$ cat config.mk
export PLATFORM = sky130hd
export DESIGN_NAME = pixel_serializer_flat
export DESIGN_NICKNAME = d
export VERILOG_FILES = /design/src/rtl/pixel_serializer_if.sv /design/src/rtl/pixel_serializer.sv /design/src/flat_wrapper.sv
export SDC_FILE = /design/constraint.sdc
export NUM_CORES = 1
export LEC_CHECK = 0
export ABC_AREA = 1
export ABC_CLOCK_PERIOD_IN_PS = 2080
export BUFFER_PORTS_ARGS = -buffer_cell sky130_fd_sc_hd__buf_2
export CAP_MARGIN = 20
export CORE_ASPECT_RATIO = 0.7
export CORE_MARGIN = 5
export CORE_UTILIZATION = 47
export CTS_CLUSTER_SIZE = 28
export DETAILED_ROUTE_END_ITERATION = 12
export GPL_ROUTABILITY_DRIVEN = 0
export GPL_TIMING_DRIVEN = 0
export PLACE_DENSITY = 0.77
export SYNTH_ARGS = -nofsm -noshare
export SYNTH_HDL_FRONTEND = slang
export SYNTH_SLANG_ARGS = --single-unit
$ cat constraint.sdc
create_clock -name clk -period 2.08 [get_ports clk]
set_input_delay 0.624 -clock clk [delete_from_list [all_inputs] [get_ports clk]]
set_output_delay 0.624 -clock clk [all_outputs]
set_load 0.05 [all_outputs]
$ cat src/rtl/pixel_serializer_if.sv
// Batch-in / pixel-out stream bundle between the colour LUT, serializer and display packer.
interface pixel_serializer_if #(
  parameter int unsigned RBG_SIZE    = 24,
  parameter int unsigned NUM_ENGINES = 12
);
  logic [NUM_ENGINES-1:0][RBG_SIZE-1:0] rgb_in;
  logic                                 in_valid;
  logic                                 in_ready;
  logic [RBG_SIZE-1:0]                  out_data;
  logic                                 out_valid;
  logic                                 out_ready;
  logic                                 out_sof;
  logic                                 out_eol;
  logic                                 frame_done;

  // Upstream/downstream environment side
  modport master (
    output rgb_in, in_valid, out_ready,
    input  in_ready, out_data, out_valid, out_sof, out_eol, frame_done
  );

  // Serializer side
  modport slave (
    input  rgb_in, in_valid, out_ready,
    output in_ready, out_data, out_valid, out_sof, out_eol, frame_done
  );
endinterface

$ cat src/rtl/pixel_serializer.sv
// Serializes one batch of NUM_ENGINES parallel pixels into a one-pixel-per-cycle
// raster stream with start-of-frame / end-of-line markers and a frame_done pulse.
module pixel_serializer #(
  parameter int unsigned RBG_SIZE    = 24,
  parameter int unsigned NUM_ENGINES = 12,
  parameter int unsigned IMAGE_W     = 640,
  parameter int unsigned IMAGE_H     = 480
) (
  input logic               clk,
  input logic               reset,
  pixel_serializer_if.slave bus
);

  localparam int unsigned SLOT_W = (NUM_ENGINES > 1) ? $clog2(NUM_ENGINES) : 1;
  localparam int unsigned X_W    = (IMAGE_W > 1) ? $clog2(IMAGE_W) : 1;
  localparam int unsigned Y_W    = (IMAGE_H > 1) ? $clog2(IMAGE_H) : 1;

  typedef enum logic {
    IDLE  = 1'b0,
    DRAIN = 1'b1
  } state_t;

  state_t                               state;
  logic [NUM_ENGINES-1:0][RBG_SIZE-1:0] batch;
  logic [SLOT_W-1:0]                    slot;
  logic [X_W-1:0]                       x;
  logic [Y_W-1:0]                       y;
  logic [RBG_SIZE-1:0]                  data_q;
  logic                                 frame_done_q;

  logic out_valid_c;
  logic out_hs_c;
  logic line_last_c;
  logic frame_last_c;
  logic batch_last_c;
  logic in_ready_c;
  logic in_accept_c;

  // Handshake and position decode from the registered counters
  assign out_valid_c  = (state == DRAIN);
  assign out_hs_c     = out_valid_c && bus.out_ready;
  assign line_last_c  = (x == X_W'(IMAGE_W - 1));
  assign frame_last_c = line_last_c && (y == Y_W'(IMAGE_H - 1));
  // A batch ends at its last slot or at the line end, whichever comes first
  assign batch_last_c = (slot == SLOT_W'(NUM_ENGINES - 1)) || line_last_c;
  // Accept a new batch while idle, or in the same cycle the held batch empties
  assign in_ready_c   = (state == IDLE) || (out_hs_c && batch_last_c);
  assign in_accept_c  = bus.in_valid && in_ready_c;

  assign bus.in_ready   = in_ready_c;
  assign bus.out_valid  = out_valid_c;
  assign bus.out_data   = data_q;
  assign bus.out_sof    = out_valid_c && (x == '0) && (y == '0);
  assign bus.out_eol    = out_valid_c && line_last_c;
  assign bus.frame_done = frame_done_q;

  // Batch capture, pixel pointer / raster counters and FSM
  always_ff @(posedge clk) begin
    if (reset) begin
      state        <= IDLE;
      batch        <= '0;
      slot         <= '0;
      x            <= '0;
      y            <= '0;
      data_q       <= '0;
      frame_done_q <= 1'b0;
    end else begin
      frame_done_q <= 1'b0;

      if (out_hs_c) begin
        if (line_last_c) begin
          x    <= '0;
          slot <= '0;
          if (frame_last_c) begin
            y            <= '0;
            frame_done_q <= 1'b1;
          end else begin
            y <= y + Y_W'(1);
          end
        end else begin
          x    <= x + X_W'(1);
          slot <= batch_last_c ? '0 : slot + SLOT_W'(1);
        end
        if (!batch_last_c) begin
          data_q <= batch[slot + SLOT_W'(1)];
        end
      end

      if (in_accept_c) begin
        batch  <= bus.rgb_in;
        data_q <= bus.rgb_in[0];
        state  <= DRAIN;
      end else if (out_hs_c && batch_last_c) begin
        state <= IDLE;
      end
    end
  end

endmodule
$ cat src/flat_wrapper.sv
// flat-port wrapper written by rule: the top's interface ports become plain ports
module pixel_serializer_flat 
#(
  parameter int unsigned RBG_SIZE    = 24,
  parameter int unsigned NUM_ENGINES = 12,
  parameter int unsigned IMAGE_W     = 640,
  parameter int unsigned IMAGE_H     = 480
)
  (clk, reset, bus_rgb_in, bus_in_valid, bus_out_ready, bus_in_ready, bus_out_data, bus_out_valid, bus_out_sof, bus_out_eol, bus_frame_done);
  pixel_serializer_if #(.RBG_SIZE(RBG_SIZE), .NUM_ENGINES(NUM_ENGINES)) bus_i ();
  input logic clk;
  input logic reset;
  input wire logic [$bits(bus_i.rgb_in)-1:0] bus_rgb_in;
  input wire logic [$bits(bus_i.in_valid)-1:0] bus_in_valid;
  input wire logic [$bits(bus_i.out_ready)-1:0] bus_out_ready;
  output wire logic [$bits(bus_i.in_ready)-1:0] bus_in_ready;
  output wire logic [$bits(bus_i.out_data)-1:0] bus_out_data;
  output wire logic [$bits(bus_i.out_valid)-1:0] bus_out_valid;
  output wire logic [$bits(bus_i.out_sof)-1:0] bus_out_sof;
  output wire logic [$bits(bus_i.out_eol)-1:0] bus_out_eol;
  output wire logic [$bits(bus_i.frame_done)-1:0] bus_frame_done;
  assign bus_i.rgb_in = bus_rgb_in;
  assign bus_i.in_valid = bus_in_valid;
  assign bus_i.out_ready = bus_out_ready;
  assign bus_in_ready = bus_i.in_ready;
  assign bus_out_data = bus_i.out_data;
  assign bus_out_valid = bus_i.out_valid;
  assign bus_out_sof = bus_i.out_sof;
  assign bus_out_eol = bus_i.out_eol;
  assign bus_frame_done = bus_i.frame_done;
  pixel_serializer #(.RBG_SIZE(RBG_SIZE), .NUM_ENGINES(NUM_ENGINES), .IMAGE_W(IMAGE_W), .IMAGE_H(IMAGE_H)) u_core (.clk(clk), .reset(reset), .bus(bus_i));
endmodule
Word-level counts from Yosys, hierarchy flattened
Index checks and enable logic that the tools add are counted.
- $add $sub $neg: 3
- $mul: 0
- div/mod/pow operators: 0
- $lt $le $gt $ge: 1
- equality and inequality tests: 4
- shift operators: 0
- muxes and demuxes: 12
- bitwise operators: 3
- reduce and logical (&&, ||, !) cells: 16
- operator list (operator ; number):
    24-bit binary-select mux with 4-bit select ; 1
    24-bit two-way mux ; 4
    10-bit by 1-bit adder with 10-bit output, second input constant ; 1
    10-bit equality test, second input constant ; 1
    10-bit zero test ; 1
    10-bit two-way mux ; 1
    9-bit by 1-bit adder with 9-bit output, second input constant ; 1
    9-bit equality test, second input constant ; 1
    9-bit zero test ; 1
    9-bit two-way mux ; 1
    4-bit two-way mux ; 2
    1-bit logical AND ; 7
    4-bit by 5-bit < comparator with 1-bit output, second input constant ; 1
    4-bit by 1-bit adder with 4-bit output, second input constant ; 1
    4-bit equality test, second input constant ; 1
    2-bit AND reduction ; 2
    2-bit nonzero test ; 2
    1-bit two-way mux ; 3
    1-bit NOT ; 3
    3-bit OR reduction ; 1
    1-bit logical OR ; 2
    2-bit != test, second input constant ; 1
- flip-flop bits (word level): 337
- bits in latches: 0
- RAM bits: 0
- bits in read-only memories: 0
- input port bits: 292
- output and inout port bits: 29
- word-level logic and storage cells: 57
- memories kept: 0

Longest topological paths before layout
- depth after elaboration: 7
- mapped depth: 15
- depth with buffers taken out: 12

Worst setup path after synthesis
Ideal clock, no wire load.
- path type: register to output
- start: register u_core.state (netlist: u_core.bus.out_valid)
- end: output bus_out_sof
- arrival time: 2.690 ns
- slack: -1.234 ns
- stages on the path, launching flop included: 5
- path buffers: 0
- cell sequence: dfxtp_1 -> inv_1 -> nor4_1 -> nand3_1 -> nor4_1
- longest elaborated chain between the ends: 2
- ends and longest elaborated chain (item ; line ; RTL):
    from (decl) ; pixel_serializer.sv:23 ; state_t state;
    from (signal assigned) ; pixel_serializer.sv:60 ; state <= IDLE;
    from (signal assigned) ; pixel_serializer.sv:92 ; state <= DRAIN;
    from (signal assigned) ; pixel_serializer.sv:94 ; state <= IDLE;
    1-bit logical AND (2 in series) ; pixel_serializer.sv:53 ; assign bus.out_sof = out_valid_c && (x == '0) && (y == '0);
    to (decl) ; flat_wrapper.sv:19 ; output wire logic [$bits(bus_i.out_sof)-1:0] bus_out_sof;
Every way passes these cells.

Final worst setup path
- start: register u_core.x[1]
- end: output bus_out_sof
- longest elaborated chain between the ends: 3
- ends and longest elaborated chain (item ; line ; RTL):
    from (decl) ; pixel_serializer.sv:26 ; logic [X_W-1:0] x;
    from (signal assigned) ; pixel_serializer.sv:81 ; x <= x + X_W'(1);
    10-bit zero test ; pixel_serializer.sv:53 ;
    1-bit logical AND (2 in series) ; pixel_serializer.sv:53 ;
Every way passes these cells.

==> results.sh <==
export IMPL_outcome="finished, violations left"
export IMPL_violations="setup timing"
export IMPL_clkSinkCount=337
export IMPL_clock_root_buffer="clkbuf_16"
export IMPL_hold_buffers=0
export IMPL_path_class="register to output port"
export IMPL_rsz0062_at_grt="yes"
export IMPL_drive_above_1_share_pct=24.1
export IMPL_core_mm2=0.0324
export IMPL_timing_final_crit_share_pct=113
export IMPL_fmax_mhz=424
export IMPL_syn_area_mm2=0.0155
export IMPL_finalSetupViolations=5
export IMPL_fp_dieH_um=162
export IMPL_cts_buffer_depth=3
export IMPL_vias_per_cell=5.45
export IMPL_cts_tree="yes"
export IMPL_cp_arrival_ns=1.73
export IMPL_synth_common_cells="nand2_1 (464), dfxtp_1 (337), inv_1 (299)"
export IMPL_synth_top_area_cell="dfxtp_1"
export IMPL_clk_latency_ns=0.54
export IMPL_synth_edff_count=0
export IMPL_antenna_found_initial=2
export IMPL_leakage_uw=0.00911
export IMPL_wl_per_cell_um=18.7
export IMPL_cp_data_required_time_ns=1.46
export IMPL_drt_antenna_violating_nets=0
export IMPL_worst_pin_slew_ns=0.793
export IMPL_dpl_cell_area_mm2=0.0176
export IMPL_pre_cts_ws_ns=-0.824
export IMPL_stdcell_count=3121
export IMPL_cap_violations=0
export IMPL_ys_ff_latch=337
export IMPL_avgSynthCellArea_um2=6.78
export IMPL_antenna_diode_count=0
export IMPL_synth_main_ff_cell="dfxtp_1"
export IMPL_cp_start_kind="register"
export IMPL_area_delta_synth_final_pct=28.0
export IMPL_power_density_mw_per_mm2=848
export IMPL_async_reset_ff_share_pct=0
export IMPL_yosysUniqueCellTypes=30
export IMPL_drc=0
export IMPL_syn_inst=2281
export IMPL_grt_max_degree=16
export IMPL_vias=17000
export IMPL_period_needed_ns=2.36
export IMPL_ys_warn_count=0
export IMPL_cp_end_kind="output port"
export IMPL_yosysTopAreaCellShare_pct=43.7
export IMPL_relSlewSlack_pct=47.1
export IMPL_worst_clock_skew_ns=0.0123
export IMPL_post_synth_top_count_cell="nand2_1"
export IMPL_clk_pin_slew_worst_paths_ns=0.06
export IMPL_dp_hpwl_mm=44.2
export IMPL_holdWs_ns=0.336
export IMPL_start_util_pct=47.7
export IMPL_first_iter_violations=1993
export IMPL_slew_violations=0
export IMPL_ys_seq_area_share_pct=43.7
export IMPL_overflow=0
export IMPL_grt_first_pass_wirelength_mm=86.6
export IMPL_fin_ws_ns=-0.276
export IMPL_cp_max_fo=2
export IMPL_fin_nets=2965
export IMPL_hold_path_class="input pin to register"
export IMPL_ir_worst_vdd_uv=568
export IMPL_grt_usage_pct=30.0
export IMPL_portBuffers=320
export IMPL_fin_area_mm2=0.0198
export IMPL_rows=55
export IMPL_wl_mm=58.5
export IMPL_yosys_top_cells_area="dfxtp_1 (44%), nand2_1 (11%), a21oi_1 (8.5%), inv_1 (7.3%), o21ai_0 (6.3%)"
export IMPL_dr_pass1_iters=8
export IMPL_grt_pass1_vias=16200
export IMPL_ios=321
export IMPL_finalHoldViolations=0
export IMPL_htree_levels=2
export IMPL_cts_made_buffers=34
export IMPL_place_inst=3028
export IMPL_synth_nets=2578
export IMPL_die_w_um=227
export IMPL_dieArea_mm2=0.0367
final timing paths:
check | startpoint | endpoint | slack (ns) | depth (start not counted)
worst max register to register | u_core.slot[0] | u_core.bus.out_data[5] | -0.02 | 12
worst max-delay path | u_core.x[1] | bus_out_sof | -0.28 | 6
worst min register to register | u_core.batch[240] | u_core.batch[240] | 0.45 | 2
worst min-delay path | bus_rgb_in[239] | u_core.batch[239] | 0.34 | 3
state kept, by name (all words and copies together) (netlist names):
| name | count |
|---|---|
| u_core.batch | 288 |
| u_core.bus.frame_done | 1 |
| u_core.bus.out_data | 24 |
| u_core.bus.out_valid | 1 |
| u_core.slot | 4 |
| u_core.x | 10 |
| u_core.y | 9 |
logic make-up after synthesis:
| group | after synthesis | synth area share [%] |
|---|---|---|
| xor+xnor | 5 | 0.283 |
| flops | 337 | 43.7 |
| simple gates | 885 | 24.2 |
| fa+ha+maj | 5 | 0.405 |
| compound gates | 583 | 19.3 |
| buf+inv | 466 | 12.2 |
cell type report:
cell class / instances / area [µm²]
flip-flops and latches: 337 / 6780
multi-input cells: 1478 / 7280
clock inverters: 12 / 163
fillers: 2984 / 12600
plain buffers: 164 / 1000
clock buffers: 50 / 1030
well taps: 427 / 534
inverters: 302 / 1140
repair buffers: 351 / 1860
critical path: stages (launching register included):
cell     delay, ns
dfxtp_2       0.34
buf_4         0.14
inv_2         0.06
ha_4          0.11
nand4_1       0.16
nor4_4        0.19
buf_6         0.20
timing repair:
item	4_1_cts	5_1_grt
setup endpoints to repair	166	246
buffers inserted	26	6
pin swaps	12	12
resized for setup	101	266
per-layer routing:
layer	track usage [%]	routed length, µm	part of all wire (%)	vias to the layer above
met3	5.82	6070	10	165
met5	0	13	0.022	-
met4	10.4	2270	3.9	2
met2	47.5	25900	44	903
li1	-	-	-	8107
met1	41.2	24200	41	7824
cells in the final DEF (no fill, tap or decap), drive strengths merged:
master / count
o211ai: 20
clkinv: 8
inv: 301
xnor2: 1
nor4: 3
bufinv: 4
clkbuf: 137
nor3: 11
buf: 428
nand3b: 24
nand3: 191
dfxtp: 337
nor3b: 1
clkinvlp: 1
a211oi: 2
ha: 5
a21oi: 264
nand2: 470
nand4: 5
o21ai: 297
nor2: 180
xor2: 4
power breakdown:
group	internal [µW]	switching (µW)	leakage [µW]
sequential	6920	165	0.00279
clock	3960	2660	0.000591
combinational	1040	2030	0.00573
metrics by stage:
stage          setup TNS, ns  total power [µW]  util, %
6_report              -0.716             16800     61.1
5_1_grt                -1.47             17400     61.1
4_1_cts               -0.669             16600     59.5
3_5_place_dp          -84.78              9990     54.3
3_3_place_gp          -78.13              9900     54.3
2_1_floorplan       -0.00566              8920        -
Power figures use the tool's default switching activity.
